## src/rtl/output_stream_arbiter.sv

```systemverilog
// Round-robin arbiter that shares one wide result stream among NB_REQ sources, holding each grant for a burst.
// Define OUTPUT_ARB_BURST_LOCK_EN to take the burst length from burst_len_i; otherwise every burst is one word.
module output_stream_arbiter #(
  parameter int NB_REQ = 4,
  parameter int BW     = 128,
  parameter int CNT_W  = 16
) (
  input  logic                      clk_i,
  input  logic                      rst_ni,
  input  logic                      clear_i,
  input  logic                      enable_i,
  input  logic [CNT_W-1:0]          burst_len_i,
  input  logic [NB_REQ-1:0]         req_valid_i,
  input  logic [NB_REQ*BW-1:0]      req_data_i,
  input  logic [NB_REQ*BW/8-1:0]    req_strb_i,
  output logic [NB_REQ-1:0]         req_ready_o,
  output logic                      out_valid_o,
  output logic [BW-1:0]             out_data_o,
  output logic [BW/8-1:0]           out_strb_o,
  input  logic                      out_ready_i,
  output logic [$clog2(NB_REQ)-1:0] out_src_o,
  output logic                      busy_o,
  output logic [CNT_W-1:0]          words_sent_o
);
  localparam int SW    = BW / 8;
  localparam int IDX_W = $clog2(NB_REQ);

  typedef enum logic {S_IDLE, S_LOCKED} state_t;

  state_t           r_state, w_state_n;
  logic [IDX_W-1:0] r_rr_ptr, w_rr_ptr_n, r_gnt, w_gnt_n;
  logic [CNT_W-1:0] r_len, w_len_n, r_beat_cnt, w_beat_cnt_n, r_words_sent;
  logic [CNT_W-1:0] w_grant_len;
  logic [IDX_W-1:0] w_next_ptr, w_pick_idle, w_pick_next;
  logic             w_any_valid, w_hs, w_last_beat;
  logic [BW-1:0]    w_data [NB_REQ];
  logic [SW-1:0]    w_strb [NB_REQ];

  // First valid requester scanning upward from base, wrapping modulo NB_REQ.
  function automatic logic [IDX_W-1:0] f_pick(input logic [NB_REQ-1:0] valid,
                                               input logic [IDX_W-1:0]  base);
    logic [IDX_W-1:0] res;
    logic             found;
    int               idx;
    res   = base;
    found = 1'b0;
    for (int i = 0; i < NB_REQ; i++) begin
      idx = int'(base) + i;
      if (idx >= NB_REQ) idx = idx - NB_REQ;
      if (!found && valid[idx]) begin
        found = 1'b1;
        res   = IDX_W'(idx);
      end
    end
    return res;
  endfunction

  for (genvar r = 0; r < NB_REQ; r++) begin : g_unpack
    assign w_data[r] = req_data_i[r*BW +: BW];
    assign w_strb[r] = req_strb_i[r*SW +: SW];
  end

`ifdef OUTPUT_ARB_BURST_LOCK_EN
  assign w_grant_len = (burst_len_i == '0) ? CNT_W'(1) : burst_len_i;
`else
  logic w_unused_burst_len;
  assign w_unused_burst_len = ^burst_len_i;
  assign w_grant_len        = CNT_W'(1);
`endif

  assign w_any_valid = |req_valid_i;
  assign w_next_ptr  = (r_gnt == IDX_W'(NB_REQ - 1)) ? '0 : r_gnt + IDX_W'(1);
  assign w_pick_idle = f_pick(req_valid_i, r_rr_ptr);
  assign w_pick_next = f_pick(req_valid_i, w_next_ptr);
  // Clear suppresses the handshake so nothing is consumed in the clear cycle.
  assign w_hs        = (r_state == S_LOCKED) && req_valid_i[r_gnt] && out_ready_i && !clear_i;
  assign w_last_beat = (r_beat_cnt == r_len - CNT_W'(1));
  assign words_sent_o = r_words_sent;

  always_comb begin
    w_state_n    = r_state;
    w_rr_ptr_n   = r_rr_ptr;
    w_gnt_n      = r_gnt;
    w_len_n      = r_len;
    w_beat_cnt_n = r_beat_cnt;
    req_ready_o  = '0;
    out_valid_o  = 1'b0;
    out_data_o   = '0;
    out_strb_o   = '0;
    out_src_o    = '0;
    busy_o       = 1'b0;
    case (r_state)
      S_IDLE: begin
        if (enable_i && w_any_valid) begin
          w_state_n    = S_LOCKED;
          w_gnt_n      = w_pick_idle;
          w_len_n      = w_grant_len;
          w_beat_cnt_n = '0;
        end
      end
      S_LOCKED: begin
        busy_o      = 1'b1;
        out_src_o   = r_gnt;
        out_valid_o = req_valid_i[r_gnt] && !clear_i;
        if (out_valid_o) begin
          out_data_o = w_data[r_gnt];
          out_strb_o = w_strb[r_gnt];
        end
        req_ready_o[r_gnt] = out_ready_i && !clear_i;
        if (w_hs) begin
          if (w_last_beat) begin
            w_rr_ptr_n = w_next_ptr;
            // Re-grant on the same edge so back-to-back bursts have no bubble.
            if (enable_i && w_any_valid) begin
              w_gnt_n      = w_pick_next;
              w_len_n      = w_grant_len;
              w_beat_cnt_n = '0;
            end else begin
              w_state_n = S_IDLE;
            end
          end else begin
            w_beat_cnt_n = r_beat_cnt + CNT_W'(1);
          end
        end
      end
      default: w_state_n = S_IDLE;
    endcase
  end

  always_ff @(posedge clk_i or negedge rst_ni) begin
    if (!rst_ni) begin
      r_state      <= S_IDLE;
      r_rr_ptr     <= '0;
      r_gnt        <= '0;
      r_len        <= '0;
      r_beat_cnt   <= '0;
      r_words_sent <= '0;
    end else if (clear_i) begin
      r_state      <= S_IDLE;
      r_rr_ptr     <= '0;
      r_gnt        <= '0;
      r_len        <= '0;
      r_beat_cnt   <= '0;
      r_words_sent <= '0;
    end else begin
      r_state    <= w_state_n;
      r_rr_ptr   <= w_rr_ptr_n;
      r_gnt      <= w_gnt_n;
      r_len      <= w_len_n;
      r_beat_cnt <= w_beat_cnt_n;
      if (w_hs && (r_words_sent != '1)) r_words_sent <= r_words_sent + CNT_W'(1);
    end
  end
endmodule
```

## config.mk

```make
export PLATFORM = sky130hd
export DESIGN_NAME = output_stream_arbiter
export DESIGN_NICKNAME = d
export VERILOG_FILES = /design/src/rtl/output_stream_arbiter.sv
export SDC_FILE = /design/constraint.sdc
export NUM_CORES = 1
export LEC_CHECK = 0
export ABC_AREA = 1
export ABC_CLOCK_PERIOD_IN_PS = 2700
export CAP_MARGIN = 20
export CORE_AREA = 2 2 295 297
export DETAILED_ROUTE_END_ITERATION = 16
export DIE_AREA = 0 0 297 299
export MAX_ROUTING_LAYER = met4
export PLACE_DENSITY_LB_ADDON = 0.2
export SETUP_SLACK_MARGIN = 0.5
export SYNTH_ARGS = -nofsm -noshare
export SYNTH_HDL_FRONTEND = slang
export SYNTH_SLANG_ARGS = --single-unit
```

## constraint.sdc

```tcl
create_clock -name clk_i -period 2.7 [get_ports clk_i]
set_input_delay 0.54 -clock clk_i [delete_from_list [all_inputs] [get_ports clk_i]]
set_output_delay 0.54 -clock clk_i [all_outputs]
set_load 0.02 [all_outputs]
```

* Yosys cells after proc, flatten, opt, wreduce, memory -nomap -nowiden
Index checks and enable logic that the tools add are counted.
** Storage, ports and cells
- Input port bits :: 601
- Bits in read-only memories :: 0
- Bits in registers :: 53
- Bits in latches :: 0
- Word-level logic and storage cells :: 174
- Output and inout bits :: 168
- Memories :: 0
- RAM bits :: 0
** Cells by class
- Eq/ne operators :: 7
- Reductions and logical operators :: 29
- Divide/modulo/power cells :: 0
- Magnitude comparators :: 19
- Multiply operators :: 0
- Mux-type cells :: 92
- Add/sub/neg operators :: 18
- Shift-type cells :: 0
- Bitwise operators :: 3
** Operators by type and width (count)
- 128-bit 2-to-1 mux :: 4
- 128-bit binary-select mux with 2-bit select :: 1
- 32-bit by 4-bit less-than comparator with 1-bit output, second input constant :: 8
- 32-bit 2-to-1 mux :: 8
- 16-bit 2-to-1 mux :: 14
- 16-bit one-hot mux with 2 select lines :: 2
- 2-bit 2-to-1 mux :: 19
- 16-bit by 1-bit adder with 16-bit output, second input constant :: 2
- 16-bit binary-select mux with 2-bit select :: 1
- 1-bit 2-to-1 mux :: 30
- 3-bit by 3-bit subtractor with 4-bit output, second input constant :: 6
- 3-bit greater-or-equal comparator, second input constant :: 7
- 1-bit binary-select mux with 2-bit select :: 9
- 16-bit equality test :: 1
- 16-bit != test, second input constant :: 1
- 16-bit by 1-bit subtractor with 16-bit output, second input constant :: 1
- 1-bit logical AND :: 14
- 2-bit by 2-bit adder with 3-bit output, second input constant :: 4
- 3-bit by 2-bit != test with 1-bit output, second input constant :: 3
- 2-bit nonzero test :: 4
- 2-bit by 3-bit subtractor with 4-bit output, second input constant :: 2
- 1-bit zero test :: 7
- 2-bit by 1-bit adder with 3-bit output, second input constant :: 2
- 2-bit by 3-bit greater-or-equal comparator with 1-bit output, second input constant :: 2
- other kinds (16) :: 16

* Logic depth before layout (Yosys ltp)
- Depth after elaboration :: 22
- Mapped depth :: 20

* Worst setup path after synthesis
OpenSTA, ideal clock, no wires.
- Path kind :: reg-to-reg
- From :: register r_gnt[0]
- To :: register r_gnt[0]
- Data required time :: 2.580 ns
- Path buffers :: 5
- Cell stages (with the launch flop) :: 18
- Setup slack :: 0.174 ns
- Data arrival time :: 2.406 ns
- Setup time :: 0.120 ns
- Period minus slack after synthesis :: 2.526 ns
- Cells stage by stage :: dfrtp_1 buf_2 inv_2 buf_6 buf_4 clkbuf_1 buf_2 ha_1 inv_1 nand3_1 nand2_1 inv_1 nor2_1 nand2_1 nand2_1 o21ai_0 o21ai_1 nand2_1
** On the way
- Word-level cells in the longest chain between the ends :: 22
- Elaborated cells on any way between the ends :: 55
- Classes of those cells :: 8 x add/sub; 4 x order compare; 2 x eq/ne; 31 x mux; 10 x reduce/logical
** Ends and longest elaborated chain
- start, declared :: RTL line 31 : logic [IDX_W-1:0] r_rr_ptr, w_rr_ptr_n, r_gnt, w_gnt_n;
- start signal, assigned :: RTL line 148 : r_gnt <= w_gnt_n;
- branches (longest 22 deep; another with 3-bit by 3-bit subtractor with 4-bit output)
Parallel ways; which one is timed is not known. The select of a mux whose other input is x is not followed.
A chain may end at the register's enable or synchronous reset.

* Worst setup path in the final report
- From :: register r_gnt[0]
- To :: output port out_data_o[73]
** On the way
- Word-level cells in the longest chain between the ends :: 6
- Elaborated cells on any way between the ends :: 9
- Classes of those cells :: 7 x mux; 1 x bitwise; 1 x reduce/logical
** Ends and longest elaborated chain
- 2-bit inverter with 3-bit output (not written as such) :: RTL line 106 : out_data_o = w_data[r_gnt];
- 128-bit binary-select mux with 2-bit select :: RTL line 106
- 128-bit 2-to-1 mux (not written as such) (2 in a row) :: RTL line 106
- 128-bit 2-to-1 mux (*) :: RTL line 105 : if (out_valid_o) begin
- 128-bit 2-to-1 mux (*) :: RTL line 92 : case (r_state)
- end, declared :: RTL line 18 : output logic [BW-1:0] out_data_o,
Every way passes the cells marked *; elsewhere a longest branch is shown, timed or not. The select of a mux whose other input is x is not followed.

==> impl_metrics.py <==
metrics = {
    "clock_tree": {
        "cts.clk_slew.worst_paths_ns": 0.07,
        "clockBufferDepth": 2,
        "htreeDepth": 2,
        "cts_hold_buf": 0,
        "cts-root-buf": "clkbuf_16",
        "cts_tree": "built",
        "cts_buffers": 5,
        "cts_sinks": 38,
        "clk_latency_ns": 0.29,
    },
    "floorplanning": {
        "dieArea_sq_mm": 0.08880,
        "initial_core_util_pct": 9.048,
        "io_pins": 769,
        "fp-row-count": 108,
        "die_w_microns": 297,
        "fp.dieH_microns": 299,
        "core_region_area_sq_mm": 0.08594,
    },
    "route": {
        "drtAntennaViolNets": 0,
        "initialDrtViolationCount": 960,
        "route.detailed.drc": 0,
        "drt-met1-wl_microns": 34630,
        "wl_per_cell_microns": 22.18,
        "top_layer_used": "met4",
        "vias": 14060,
        "viasPerCell": 3.903,
        "first_pass_iters": 7,
        "wl_met3_microns": 5980,
        "routed-wl-met2_microns": 38660,
        "totalWireLength_microns": 79900,
    },
    "power_and_ir_drop": {
        "p_leak_nw": 7.835,
        "irDropWorstVdd_mv": 0.3070,
        "power_density_mw_per_mm2": 333.9,
    },
    "worst_setup_path": {
        "cp-end-kind": "primary output",
        "reg2regPathDepth": 14,
        "critPathLaunchType": "flip-flop",
        "rrSetupSlack_ns": 0.37,
        "reg2reg_from": "r_gnt[0]",
        "crit_type": "reg -> out",
        "r2r-end": "words_sent_o[3]",
        "critPathMaxFanout": 7,
        "cp.required_ns": 2.16,
        "cp.arrival_ns": 2.18,
    },
    "synth": {
        "yosys.area_share.simple_pct": 45.21,
        "synth.mux.area_fraction_pct": 0,
        "synth_top_family_by_area": "simple AND/OR/NAND/NOR gates",
        "synth-adder-area-share_pct": 0.9654,
        "ys_ff_latch": 38,
        "yosysSeqAreaShare_pct": 12.23,
        "syn_nets": 2204,
        "syn_inst": 1597,
        "avgSynthCellArea_sq_um": 4.869,
        "yosysWarnings": 0,
        "yosysUniqueCellTypes": 39,
        "synth_xor_area_share_pct": 0.6758,
        "netlist_area_sq_mm": 0.007776,
        "synth_compound_area_share_pct": 31.68,
    },
    "placed_design": {
        "dp_slack_ns": -0.4853,
        "io_buffers": 752,
        "place_area_sq_mm": 0.01746,
        "dp_hpwl_microns": 62520,
        "place.gp.congestion": 0.9816,
    },
    "run_status": {
        "status": "finished with violations",
        "violations": "setup timing",
    },
    "timing": {
        "slew_violations": 0,
        "finalCriticalPeriod_ns": 2.716,
        "setup_violations": 4,
        "tightest_slew_ns": 0.5524,
        "whs_ns": 0.2347,
        "grt_setup_unrepaired": "yes",
        "setup-tns-final_ns": -0.02916,
        "period_share_pct": 100.6,
        "fin_ws_ns": -0.01578,
        "relSlewSlack_pct": 62.78,
        "hold_viol_final": 0,
        "max_freq_mhz": 368.2,
        "clock_skew_ns": 0.009502,
    },
    "grt": {
        "grt_pass1_wl_microns": 105900,
        "antenna_found_initial": 27,
        "track_usage_pct": 16.89,
        "grt_overflow": 0,
        "grt_pass1_vias": 13610,
        "grt_start_max_net_pins": 55,
    },
    "cells_and_area": {
        "drive_gt1_share_pct": 20.71,
        "utilization_pct": 22.54,
        "area.growth.synth_to_final_pct": 149.1,
        "layout_commonest_cell": "nor2_1",
        "finalInstanceArea_sq_mm": 0.01937,
        "nets": 3035,
        "final_cell_mix": "598 x nor2_1, 595 x clkdlybuf4s50_1, 255 x o21ai_0",
    },
    "worst_hold_path": {
        "hp-class": "in -> async",
    },
    "run": {
        "drv_cap": 0,
    },
}
==> how the worst max path moves through the flow <==
stage                           end  slack (ns)      startpoint  depth (start not counted)
CTS                  out_data_o[52]       -0.09        r_gnt[0]                          9
floorplan           out_data_o[100]        0.44         r_state                          7
global route         out_data_o[24]       -0.08        r_gnt[0]                         10
finish               out_data_o[73]       -0.02        r_gnt[0]                         10
detailed placement   out_data_o[70]       -0.49  req_valid_i[2]                          7
global placement     out_data_o[36]       -0.42  req_valid_i[2]                          7
==> per-layer routing <==
layer	track usage [%]	up-vias
met1	20.74	6626
met5	-	-
li1	-	6932
met2	28.61	467
met3	4.704	36
met4	1.251	0
==> metrics by stage <==
stage               std cells  total power, mW
floorplan                1597            2.502
global placement         3508            5.054
detailed placement       3508            4.994
CTS                      3545            5.957
global route             3601            6.926
finish                   3603            6.468
==> cells by family (layout without fill, tap and decap cells) <==
group / Yosys count / after routing
compound gates: 487 / 487
xor+xnor: 6 / 6
fa+ha+maj: 6 / 6
buf+inv: 177 / 1008
flops: 38 / 38
other cells: 0 / 19
simple gates: 883 / 884
==> synthesized netlist by cell type <==
library cell	instances	area [sq um]
nand3_4	1	17.52
or2_2	1	6.260
buf_4	1	7.510
a211oi_1	1	7.510
o21ai_2	1	8.760
dfrtp_1	38	950.9
o21bai_1	1	7.510
nand4_1	10	62.56
inv_2	3	11.26
nand2_2	6	37.54
inv_4	1	6.260
a21oi_1	157	785.8
nor2_4	2	22.52
nand3_2	1	10.01
o21ai_0	310	1551
clkinv_1	2	7.510
nor2_2	3	18.77
buf_2	26	130.1
o21a_1	2	15.01
nor4_1	3	18.77
nor3_1	7	35.03
nand3_1	53	265.3
or2_1	1	6.260
o31ai_1	3	22.52
xor2_1	5	43.79
xnor2_1	1	8.760
clkbuf_1	66	247.7
a31oi_1	1	6.260
nor3_2	2	20.02
inv_1	48	180.2
buf_1	28	105.1
nand2_1	170	638.1
buf_6	2	22.52
o21ai_1	10	50.05
nand2_4	2	22.52
a31o_2	1	8.760
nor3b_1	1	7.510
ha_1	6	75.07
nor2_1	620	2327
==> critical path, cell delays in order, from the launching register on <==
cell,delay (ns)
dfrtp_4,0.50
buf_12,0.14
o21ai_4,0.06
o21ai_4,0.22
nand2_8,0.08
buf_12,0.16
buf_8,0.16
buf_16,0.13
buf_4,0.14
a21oi_2,0.09
buf_4,0.15
==> cell type report <==
class / count / area (sq um)
clock inverters: 2 / 12.51
clock buffers: 6 / 138.9
repair buffers: 946 / 9683
flip-flops and latches: 38 / 959.7
inverters: 54 / 236.5
multi-input cells: 1383 / 6844
well taps: 1155 / 1445
diodes: 19 / 47.55
fillers: 9942 / 66580
==> timing repair <==
action	CTS	global route
cloned	9	11
setup buffers	20	28
endpoints found under the setup margin	167	181
resized for setup	561	432
pin swaps	3	24
==> power by group <==
part	switching, mW	internal, mW	total (mW)
logic	2.78	2.43	5.21
clock network	0.253	0.366	0.619
registers	0.0394	0.596	0.636
==> sequential cells by signal, summed over array words and instances (netlist names) <==
signal	count
r_len	1
words_sent_o	16
r_beat_cnt	16
r_state	1
r_gnt	2
r_rr_ptr	2
Note: power is estimated with default switching activity, not from simulation.
